<file path="src/rtl/mult_pipe_pkg.sv">
// Shared types and saturation helpers for the pipelined multiplier/MAC.
// Helpers work on a fixed maximum width so any parameter set fits.
package mult_pipe_pkg;

    localparam int MAX_W = 128;

    typedef logic [MAX_W-1:0] wide_t;

    typedef struct packed {
        logic signed_m;
        logic acc_en;
        logic acc_clr;
    } side_t;

    // Extend the low w bits of v to MAX_W, sign- or zero-filled.
    function automatic wide_t ext(input wide_t v, input int w, input logic sgn);
        wide_t hi_mask;
        hi_mask = ~wide_t'(0) << w;
        if (sgn && v[7'(w - 1)]) begin
            return v | hi_mask;
        end
        return v & ~hi_mask;
    endfunction

    function automatic wide_t sat_signed(input wide_t v, input int w);
        wide_t hi;
        wide_t lo;
        hi = (wide_t'(1) << (w - 1)) - wide_t'(1);
        lo = ~hi;
        if ($signed(v) > $signed(hi)) begin
            return hi;
        end
        if ($signed(v) < $signed(lo)) begin
            return lo;
        end
        return v;
    endfunction

    function automatic wide_t sat_unsigned(input wide_t v, input int w);
        wide_t hi;
        hi = (wide_t'(1) << w) - wide_t'(1);
        if (v > hi) begin
            return hi;
        end
        return v;
    endfunction

endpackage

</file>
<file path="src/rtl/mult_pipe_round_sat.sv">
// Round-half-up right shift of the final sum, then clip to the output width.
// Purely combinational; the extra bit keeps the rounding add from wrapping.
module mult_pipe_round_sat
    import mult_pipe_pkg::*;
#(
    parameter int ACC_W = 40,
    parameter int SHIFT = 0,
    parameter int OUT_W = 32
) (
    input  logic [ACC_W-1:0] sum,
    input  logic             signed_m,
    output logic [OUT_W-1:0] p,
    output logic             clip
);

    localparam int RW = ACC_W + 1;
    localparam int HS = (SHIFT > 0) ? SHIFT - 1 : 0;
    localparam logic [RW-1:0] HALF = (SHIFT > 0) ? (RW'(1) << HS) : '0;

    logic [RW-1:0]        sum_x;
    logic [RW-1:0]        biased;
    logic signed [RW-1:0] biased_s;
    logic [RW-1:0]        r;
    wide_t                r_ext;
    wide_t                sat;

    always_comb begin
        sum_x    = {signed_m & sum[ACC_W-1], sum};
        biased   = sum_x + HALF;
        biased_s = biased;
        if (signed_m) begin
            r = biased_s >>> SHIFT;
        end else begin
            r = biased >> SHIFT;
        end
        r_ext = ext(wide_t'(r), RW, signed_m);
        if (signed_m) begin
            sat = sat_signed(r_ext, OUT_W);
        end else begin
            sat = sat_unsigned(r_ext, OUT_W);
        end
        p    = sat[OUT_W-1:0];
        clip = (sat != r_ext);
    end

endmodule

</file>
<file path="src/rtl/mult_pipe.sv">
// Pipelined multiplier/MAC with valid/ready flow control, per-beat sign mode,
// optional accumulation, rounding shift and output saturation.
module mult_pipe
    import mult_pipe_pkg::*;
#(
    parameter int WIDTH_A = 16,
    parameter int WIDTH_B = 16,
    parameter int ACC_W   = 40,
    parameter int SHIFT   = 0,
    parameter int OUT_W   = 32,
    parameter int LATENCY = 3
) (
    input  logic               CLK,
    input  logic               RST,
    input  logic               IN_VALID,
    output logic               IN_READY,
    input  logic [WIDTH_A-1:0] A,
    input  logic [WIDTH_B-1:0] B,
    input  logic               SIGNED_M,
    input  logic               ACC_EN,
    input  logic               ACC_CLR,
    output logic               OUT_VALID,
    input  logic               OUT_READY,
    output logic [OUT_W-1:0]   P,
    output logic               OVF
);

    localparam int PROD_W = WIDTH_A + WIDTH_B;
    localparam int D      = LATENCY - 2;

    logic ce;

    logic               s1_valid_q, s1_valid_d;
    logic [WIDTH_A-1:0] a_q, a_d;
    logic [WIDTH_B-1:0] b_q, b_d;
    side_t              s1_side_q, s1_side_d;

    logic [PROD_W-1:0] a_x;
    logic [PROD_W-1:0] b_x;
    (* use_dsp = "yes" *) logic [PROD_W-1:0] prod_c;

    logic              fin_valid;
    side_t             fin_side;
    logic [PROD_W-1:0] fin_prod;

    logic [ACC_W-1:0] acc_q, acc_d;
    logic             out_valid_q, out_valid_d;
    logic [OUT_W-1:0] p_q, p_d;
    logic             ovf_q, ovf_d;

    logic [ACC_W-1:0] prod_x;
    logic [ACC_W-1:0] sum;
    logic             sum_ovf;
    wide_t            acc_w;
    wide_t            acc_s;
    logic [OUT_W-1:0] rs_p;
    logic             rs_clip;

    // Single global enable: the whole pipe, accumulator included, freezes together.
    assign ce        = !out_valid_q || OUT_READY;
    assign IN_READY  = ce;
    assign OUT_VALID = out_valid_q;
    assign P         = p_q;
    assign OVF       = ovf_q;

    always_comb begin
        s1_valid_d = s1_valid_q;
        a_d        = a_q;
        b_d        = b_q;
        s1_side_d  = s1_side_q;
        if (ce) begin
            s1_valid_d = IN_VALID;
            a_d        = A;
            b_d        = B;
            s1_side_d  = '{signed_m: SIGNED_M, acc_en: ACC_EN, acc_clr: ACC_CLR};
        end
    end

    always_ff @(posedge CLK) begin
        if (RST) begin
            s1_valid_q <= 1'b0;
            a_q        <= '0;
            b_q        <= '0;
            s1_side_q  <= '0;
        end else begin
            s1_valid_q <= s1_valid_d;
            a_q        <= a_d;
            b_q        <= b_d;
            s1_side_q  <= s1_side_d;
        end
    end

    always_comb begin
        a_x    = PROD_W'(ext(wide_t'(a_q), WIDTH_A, s1_side_q.signed_m));
        b_x    = PROD_W'(ext(wide_t'(b_q), WIDTH_B, s1_side_q.signed_m));
        prod_c = a_x * b_x;
    end

    generate
        if (D == 0) begin : g_nodly
            assign fin_valid = s1_valid_q;
            assign fin_side  = s1_side_q;
            assign fin_prod  = prod_c;
        end else begin : g_dly
            logic [D-1:0]      v_q, v_d;
            side_t             sd_q [D];
            side_t             sd_d [D];
            logic [PROD_W-1:0] pr_q [D];
            logic [PROD_W-1:0] pr_d [D];

            always_comb begin
                v_d = v_q;
                for (int i = 0; i < D; i++) begin
                    sd_d[i] = sd_q[i];
                    pr_d[i] = pr_q[i];
                end
                if (ce) begin
                    v_d[0]  = s1_valid_q;
                    sd_d[0] = s1_side_q;
                    pr_d[0] = prod_c;
                    for (int i = 1; i < D; i++) begin
                        v_d[i]  = v_q[i-1];
                        sd_d[i] = sd_q[i-1];
                        pr_d[i] = pr_q[i-1];
                    end
                end
            end

            always_ff @(posedge CLK) begin
                if (RST) begin
                    v_q <= '0;
                    for (int i = 0; i < D; i++) begin
                        sd_q[i] <= '0;
                        pr_q[i] <= '0;
                    end
                end else begin
                    v_q <= v_d;
                    for (int i = 0; i < D; i++) begin
                        sd_q[i] <= sd_d[i];
                        pr_q[i] <= pr_d[i];
                    end
                end
            end

            assign fin_valid = v_q[D-1];
            assign fin_side  = sd_q[D-1];
            assign fin_prod  = pr_q[D-1];
        end
    endgenerate

    always_comb begin
        prod_x  = ACC_W'(ext(wide_t'(fin_prod), PROD_W, fin_side.signed_m));
        acc_w   = ext(wide_t'(acc_q), ACC_W, fin_side.signed_m)
                + ext(wide_t'(prod_x), ACC_W, fin_side.signed_m);
        if (fin_side.signed_m) begin
            acc_s = sat_signed(acc_w, ACC_W);
        end else begin
            acc_s = sat_unsigned(acc_w, ACC_W);
        end
        sum     = prod_x;
        sum_ovf = 1'b0;
        if (fin_side.acc_en && !fin_side.acc_clr) begin
            sum     = ACC_W'(acc_s);
            sum_ovf = (acc_s != acc_w);
        end
    end

    mult_pipe_round_sat #(
        .ACC_W (ACC_W),
        .SHIFT (SHIFT),
        .OUT_W (OUT_W)
    ) u_round_sat (
        .sum      (sum),
        .signed_m (fin_side.signed_m),
        .p        (rs_p),
        .clip     (rs_clip)
    );

    always_comb begin
        acc_d       = acc_q;
        out_valid_d = out_valid_q;
        p_d         = p_q;
        ovf_d       = ovf_q;
        if (ce) begin
            out_valid_d = fin_valid;
            if (fin_valid) begin
                p_d   = rs_p;
                ovf_d = sum_ovf | rs_clip;
                if (fin_side.acc_en) begin
                    acc_d = sum;
                end
            end
        end
    end

    always_ff @(posedge CLK) begin
        if (RST) begin
            acc_q       <= '0;
            out_valid_q <= 1'b0;
            p_q         <= '0;
            ovf_q       <= 1'b0;
        end else begin
            acc_q       <= acc_d;
            out_valid_q <= out_valid_d;
            p_q         <= p_d;
            ovf_q       <= ovf_d;
        end
    end

endmodule
</file>
<file path="config.mk">
export PLATFORM = sky130hd
export DESIGN_NAME = mult_pipe
export DESIGN_NICKNAME = d
export VERILOG_FILES = /design/src/rtl/mult_pipe_pkg.sv /design/src/rtl/mult_pipe_round_sat.sv /design/src/rtl/mult_pipe.sv
export SDC_FILE = /design/constraint.sdc
export NUM_CORES = 1
export LEC_CHECK = 0
export BUFFER_PORTS_ARGS = -buffer_cell sky130_fd_sc_hd__buf_2
export CAP_MARGIN = 20
export CORE_AREA = 2 2 258 260
export CTS_BUF_LIST = sky130_fd_sc_hd__clkbuf_4
export DETAILED_ROUTE_END_ITERATION = 8
export DIE_AREA = 0 0 260 262
export SKIP_CTS_REPAIR_TIMING = 1
export SYNTH_ARGS = -nofsm -noshare
export SYNTH_HDL_FRONTEND = slang
export SYNTH_HIERARCHICAL = 1
export SYNTH_SLANG_ARGS = --single-unit
</file>
<file path="constraint.sdc">
create_clock -name CLK -period 9.55 [get_ports CLK]
set_clock_uncertainty 0.15 [all_clocks]
set_input_delay 1.91 -clock CLK [delete_from_list [all_inputs] [get_ports CLK]]
set_output_delay 1.91 -clock CLK [all_outputs]
set_load 0.05 [all_outputs]
</file>
==> results of run 1 <==
==> sequential cells by signal, summed over array words and instances, names as in the netlist <==
| signal | count |
|---|---|
| acc_q | 40 |
| P | 32 |
| g_dly.pr_q | 32 |
| a_q | 16 |
| b_q | 16 |
| g_dly.sd_q | 3 |
| s1_side_q | 3 |
| OUT_VALID | 1 |
| OVF | 1 |
| fin_valid | 1 |
| s1_valid_q | 1 |
==> final timing paths <==
check,from,endpoint,slack (ns),cells after the start
setup / recovery,g_dly.pr_q[0][0]$_SDFFE_PP0N_,OVF$_SDFFE_PP0P_,0.67,33
hold / removal,P[6]$_SDFFE_PP0P_,P[6]$_SDFFE_PP0P_,0.31,2
setup reg to reg,g_dly.pr_q[0][0]$_SDFFE_PP0N_,OVF$_SDFFE_PP0P_,0.67,33
hold reg to reg,P[6]$_SDFFE_PP0P_,P[6]$_SDFFE_PP0P_,0.31,2
==> cell families (layout without fill, tap and decap cells) <==
group	count (synthesis)	in the layout	share of synthesized area [%]
flip-flops	146	146	12.9
other	0	1	0
AND/OR/NAND/NOR	913	914	18.3
XOR/XNOR	93	93	3.59
AO/OA/AOI/OAI	470	470	13.8
multiplexers	1	1	0.0441
adder cells (fa/ha/maj)	525	525	41.3
buffers and inverters	598	588	10.1
==> per-stage QoR <==
| stage | instance area, µm² | cells |
|---|---|---|
| 5_1_grt | 24200 | 3602 |
| 3_3_place_gp | 23800 | 3566 |
| 2_1_floorplan | 22700 | 2746 |
| 6_report | 24200 | 3602 |
| 4_1_cts | 24100 | 3598 |
| 3_5_place_dp | 23800 | 3566 |
==> synth_stat cells (all sizes together), types with 4 or more instances <==
| cell type | number | area share (%) |
|---|---|---|
| nor2b | 7 | 0.19 |
| a311oi | 31 | 1.2 |
| nand2 | 541 | 9.0 |
| a211o | 5 | 0.19 |
| nor2 | 105 | 1.7 |
| o21bai | 8 | 0.26 |
| or3 | 11 | 0.31 |
| nand4b | 5 | 0.19 |
| clkbuf | 137 | 2.3 |
| o21ai | 62 | 1.4 |
| a21o | 37 | 1.2 |
| fa | 373 | 33 |
| a2111oi | 5 | 0.28 |
| nor4 | 20 | 0.68 |
| o211ai | 23 | 0.76 |
| inv | 441 | 7.3 |
| and2 | 71 | 2.0 |
| a211oi | 15 | 0.52 |
| and3 | 24 | 0.66 |
| o31ai | 5 | 0.17 |
| nand2b | 17 | 0.47 |
| nand3 | 22 | 0.49 |
| a221oi | 14 | 0.54 |
| o2111ai | 4 | 0.15 |
| buf | 19 | 0.55 |
| or4 | 12 | 0.40 |
| or2 | 9 | 0.25 |
| dfxtp | 146 | 13 |
| and4 | 5 | 0.20 |
| o21a | 49 | 1.6 |
| ha | 151 | 8.3 |
| nor3 | 30 | 0.66 |
| xnor2 | 70 | 2.7 |
| nand4 | 19 | 0.52 |
| a21oi | 167 | 3.7 |
| xor2 | 23 | 0.89 |
| a31oi | 11 | 0.40 |
==> layer usage <==
| metal | track usage [%] | wire [µm] | vias up | part of all wire (%) |
|---|---|---|---|---|
| li1 | - | - | 8757 | - |
| met1 | 26.3 | 27900 | 9199 | 44 |
| met2 | 32.6 | 30100 | 462 | 48 |
| met3 | 2.90 | 3290 | 99 | 5.2 |
| met4 | 7.38 | 1930 | 0 | 3.1 |
| met5 | 0 | 0 | - | 0 |
==> critical path: cells and delay by family, from the launching register on <==
kind                       cells  cell delay, ns
AOI/OAI and AO/OA             13            3.51
adders and majority gates      3            0.92
and+or+nand+nor               17            3.85
DFF                            1            0.37
==> layout by cell type, fill, tap and decap left out, types with 19 or more instances in the layout <==
cell type / netlist / layout
inv_1: 441 / 441
and2_1: 70 / 68
o21a_1: 49 / 49
nand2_1: 541 / 541
xor2_1: 23 / 23
nand4_1: 19 / 19
dfxtp_1: 146 / 146
a311oi_1: 31 / 30
o21ai_0: 54 / 53
buf_2: 12 / 72
ha_1: 151 / 151
and3_1: 24 / 23
xnor2_1: 70 / 70
fa_1: 373 / 373
nor2_1: 105 / 104
nand3_1: 22 / 22
o211ai_1: 23 / 23
buf_4: 4 / 42
a21o_1: 36 / 36
a21oi_1: 166 / 166
nor3_1: 30 / 30
==> report_power, final <==
group	internal (mW)	total, mW	leakage [nW]	switching (mW)
logic	0.683	1.78	10.5	1.10
clock network	0.195	0.494	0.179	0.299
registers	0.678	0.774	1.20	0.0960
total	1.56	3.05	11.9	1.49
==> layout make-up <==
type / instances / area (µm²) / area share, %
Antenna cell: 1 / 2.50 / 0.0103
Tap cell: 864 / 1080 / 4.47
Timing Repair Buffer: 114 / 676 / 2.79
Inverter: 442 / 1660 / 6.85
Clock buffer: 17 / 128 / 0.527
Clock inverter: 15 / 216 / 0.894
Multi-Input combinational cell: 2003 / 17500 / 72.4
Sequential cell: 146 / 2920 / 12.1
==> metrics.md, run 1 <==
| Metric | Value |
|---|---|
| Status | complete, no violations |
| Post-synth EDFFs | 0 |
| CP Capture Type | register |
| CTS tree | done |
| Kind of critical path | reg -> reg |
| Pre-CTS WS | 0.356 ns |
| Cells after Synth | 2746 |
| Gpl congestion | 0.907 |
| Slowest stage delay, CP | 0.50 ns |
| Ys flop type | dfxtp_1 |
| Register area share after synthesis | 12.9% |
| Yosys reg bits | 146 |
| Worst hold path class | reg -> reg |
| Critical path peak fanout | 8 |
| Cell area after synthesis | about 23000 µm² |
| Vias | roughly 19k |
| Total Power | approximately 3.0 mW |
| Syn_area_per_cell | roughly 8.3 µm² |
| Largest net degree at the start of global routing | 83 |
| Final hold violations | 0 |
| Synth unique cells | 85 |
| Drt wl/cell | about 18 µm |
| Die Height | 262 µm |
| Min Tclk post-route | about 8.9 ns |
| Gr usage total | 19.8% |
| FILL cells | 6850 |
| Die area | roughly 70000 µm² |
| Worst Setup Start Kind | register |
| Worst EP required | approximately 10 ns |
| Clock sinks | 146 |
| Crit path DAT | 9.41 ns |
| Leak Pwr | ~12 nW |
| Peak supply drop | a little under 0.1 mV |
| Cell mode on critical path | nor4_1 |
| Warnings from Yosys | 6 |
| WL final | roughly 63 mm |
| Number of remaining DRC errors | 0 |
| Fmax | around 110 MHz |
| Final setup violation count | 0 |
| Pre-antenna DRT Iters | 5 |
| Max-slew violation count | 0 |
| H-tree depth | 4 |
| Initial antenna violation count | 2 |
| Final setup TNS | 0 ns |
| Cell area power density | 126 nW/µm² |
| # IOs | 74 |
| Hold WS | 0.313 ns |
| Post-synthesis async set-or-reset flop share | 0% |
| Port bufs | 73 |
| Vias in the first global route | 19.3k |
| Rows | 94 |
| Layout cell share with drive strength beyond 1 | 6.80% |
| Syn_nets | 3309 |
| Area of the core | 65300 µm² |
| Initial DRC count | 1221 |
| First-pass GRT wire length | ~110 mm |
| Max transition margin | 28.9% |
| Share of the clock period used by the worst path | approximately 93% |
| Final HPWL DP | 50.3 mm |
| Finished Core Util | between 30% and 40% |
| Max clock buf depth | 2 |
| Grt ovf | 0 |
| Area Growth Syn to Fin | 6.72% |
| Routed vias/inst | 5.14 |
| Setup ws final | roughly 0.67 ns |
| Initial Util | 34.8% |
| Clock buffer count from CTS | 17 |
| Final antenna-violating net count | 0 |
| Clk slew on worst S/H paths | 0.18 ns |
| CTS root buf | clkbuf_4 |
| MaxCap Viol Count | 0 |
| Final Net Count | 3287 |
| Worst slew pin tran | 1.07 ns |
| Clk_lat worst skew | 0.75 ns |
| Crit-path slowest cell | a2111o_2 |
| DIE WIDTH | 260 µm |
(Power assumes the default switching activity.)
==> run 2: changes to the inputs <==
- CORE_AREA: 2 2 258 260 -> 2 2 246 273
- DIE_AREA: 0 0 260 262 -> 0 0 248 275
==> run 2 against run 1 <==
Utilization fell by 0.32 points. Sequential power barely moved. Critical path depth decreased by 2. Die area up 0.12%. Combinational power about the same. Largest power group unchanged. Critical endpoint unchanged. Via count about the same. Fmax decreased by 2.7%. Hold slack barely moved. Largest cell class unchanged.
==> metrics.md, run 2 (synthesis results as in run 1) <==
| Metric | Value |
|---|---|
| Worst hold path class | reg -> reg (unchanged) |
| Peak supply drop | 0.0796 mV (was 0.0970 mV) |
| Pre-antenna DRT Iters | 5 (unchanged) |
| DIE WIDTH | 248 µm (was 260 µm) |
| Die area | 68200 µm² (was 68100 µm²) |
| RSZ-0062 raised after global routing | false |
| Rows | 99 (was 94) |
| Worst reg2reg path depth | 31 (was 33) |
| Final HPWL DP | 51.8 mm (was 50.3 mm) |
| H-tree depth | 4 (unchanged) |
| Final setup violation count | 0 (unchanged) |
| Area of the core | 65500 µm² (was 65300 µm²) |
| Initial DRC count | 1110 (was 1221) |
| First-pass GRT wire length | 105 mm (about the same) |
| Crit path DAT | 9.60 ns (was 9.41 ns) |
| Final hold violations | 0 (unchanged) |
| Crit path max-delay family | simple AND/OR/NAND/NOR gates (unchanged) |
| Max FFs per register | 40 (unchanged) |
| Final antenna-violating net count | 0 (unchanged) |
| Clk_lat worst skew | 0.74 ns (was 0.75 ns) |
| Cell area power density | 124 nW/µm² (was 126 nW/µm²) |
| Vias in the first global route | 19.4k (was 19.3k) |
| Initial Util | 34.6% (was 34.8%) |
| Gr usage total | 19.8% (about the same) |
| Most common cell after layout, fill and taps aside | nand2_1 (unchanged) |
| Status | complete, no violations (unchanged) |
| Hold WS | 0.313 ns (about the same) |
| Initial antenna violation count | 2 (unchanged) |
| Fmax | 110 MHz (was 113 MHz) |
| Largest net degree at the start of global routing | 89 (was 83) |
| Worst Hold Launch | P[11]$_SDFFE_PP0P_ (was P[6]$_SDFFE_PP0P_) |
| # IOs | 74 (unchanged) |
| Grt ovf | 0 (unchanged) |
| CTS tree | done (unchanged) |
| Min Tclk post-route | 9.13 ns (was 8.88 ns) |
| Most frequent cells in the layout | nand2_1 (541), inv_1 (441), fa_1 (373) (unchanged) |
| Worst slew pin tran | 1.11 ns (was 1.07 ns) |
| Pre-CTS WS | 0.591 ns (was 0.356 ns) |
| Gpl congestion | 0.937 (was 0.907) |
| Clock buffer count from CTS | 17 (unchanged) |
| Max-slew violation count | 0 (unchanged) |
| Buf/Inv on CP | 1 (was 0) |
| Worst Setup Start Kind | register (unchanged) |
| Worst hold stages | 2 (unchanged) |
| Routed vias/inst | 5.16 (was 5.14) |
| Worst EP required | 10.02 ns (was 10.07 ns) |
| MaxCap Viol Count | 0 (unchanged) |
| Vias | 18.5k (about the same) |
| Worst Hold Path EP | P[11]$_SDFFE_PP0P_ (was P[6]$_SDFFE_PP0P_) |
| Share of the clock period used by the worst path | 95.6% (was 93.0%) |
| Final setup TNS | 0 ns (unchanged) |
| Kind of critical path | reg -> reg (unchanged) |
| CP Capture Type | register (unchanged) |
| Crit-path slowest cell | fa_1 (was a2111o_2) |
| Max transition margin | 26.3% (was 28.9%) |
| Port bufs | 73 (unchanged) |
| CTS root buf | clkbuf_4 (unchanged) |
| Area Growth Syn to Fin | 6.22% (was 6.72%) |
| Clock sinks | 146 (unchanged) |
| Die Height | 275 µm (was 262 µm) |
| Critical path peak fanout | 8 (unchanged) |
| Clk slew on worst S/H paths | 0.18 ns (about the same) |
| Layout cell share with drive strength beyond 1 | 6.45% (was 6.80%) |
| Slowest stage delay, CP | 0.50 ns (about the same) |
| Final Net Count | 3280 (was 3287) |
| Number of remaining DRC errors | 0 (unchanged) |
| Biggest register | acc_q (unchanged) |
| Max clock buf depth | 2 (unchanged) |
| Drt wl/cell | 17.8 µm (was 17.6 µm) |
| Setup ws final | 0.421 ns (was 0.667 ns) |
| WL final | 64.0 mm (was 63.3 mm) |
| Reg2Reg Setup Slack | 0.42 ns (was 0.67 ns) |
| Worst R2R End | OVF$_SDFFE_PP0P_ (unchanged) |
| FILL cells | 6859 (was 6850) |
| Leak Pwr | 11.8 nW (was 11.9 nW) |
| Reg2reg start | g_dly.pr_q[0][0]$_SDFFE_PP0N_ (unchanged) |
==> run 2: cell types whose count changed in the layout (fill, tap and decap cells not counted), sizes merged <==
cell | previous run | this run
bufinv | 3 | 2
nor2 | 106 | 105
clkinvlp | 1 | 3
inv | 450 | 447
diode | 1 | 3
buf | 114 | 108
clkbuf | 17 | 19
==> run 2: report_power, final <==
part / switching (mW) / total, mW / internal, mW
registers: 0.0963 / 0.774 / 0.678
logic: 1.08 / 1.76 / 0.682
clock network: 0.290 / 0.456 / 0.166
==> run 2: stage by stage <==
step / total power, mW / util [%] / cell area [µm²] / std cells
after global routing: 3.26 / 36.8 / 24100 / 3591
after detailed placement: 2.55 / 36.3 / 23800 / 3554
after CTS: 3.01 / 36.7 / 24100 / 3586
after global placement: 2.54 / 36.2 / 23700 / 3552
final: 3.00 / 36.8 / 24100 / 3591
after floorplan: 2.09 / - / 22700 / 2746
==> run 2: area by class of cell <==
cell class / count / area [µm²] / area share [%]
Antenna cell: 3 / 7.51 / 0.0312
Clock buffer: 19 / 143 / 0.592
Clock inverter: 13 / 151 / 0.628
Inverter: 442 / 1660 / 6.89
Multi-Input combinational cell: 2002 / 17500 / 72.6
Sequential cell: 146 / 2920 / 12.1
Tap cell: 858 / 1070 / 4.46
Timing Repair Buffer: 108 / 642 / 2.66
==> run 2: worst max path at each step <==
stage | from | to | slack [ns] | cells after the start
after floorplan | g_dly.sd_q[0][2]$_SDFFE_PP0N_ | OVF$_SDFFE_PP0P_ | 0.80 | 31
after global placement | g_dly.pr_q[0][0]$_SDFFE_PP0N_ | OVF$_SDFFE_PP0P_ | 0.61 | 34
after detailed placement | g_dly.pr_q[0][0]$_SDFFE_PP0N_ | OVF$_SDFFE_PP0P_ | 0.59 | 31
after CTS | g_dly.pr_q[0][0]$_SDFFE_PP0N_ | OVF$_SDFFE_PP0P_ | 0.51 | 34
after global routing | g_dly.pr_q[0][0]$_SDFFE_PP0N_ | OVF$_SDFFE_PP0P_ | 0.02 | 31
final | g_dly.pr_q[0][0]$_SDFFE_PP0N_ | OVF$_SDFFE_PP0P_ | 0.42 | 31
==> run 2: per-layer routing <==
metal | track usage [%] | vias to the layer above | routed length [µm]
li1 | - | 8739 | -
met1 | 23.7 | 9280 | 26300
met2 | 35.5 | 392 | 32900
met3 | 2.59 | 107 | 2210
met4 | 8.56 | 0 | 2650
met5 | 0 | - | 0
==> run 2: tightest hold or removal path, cell delays in order, from the launching register on <==
cell	delay, ns
dfxtp_1	0.34
nand2_1	0.05
a21oi_1	0.05
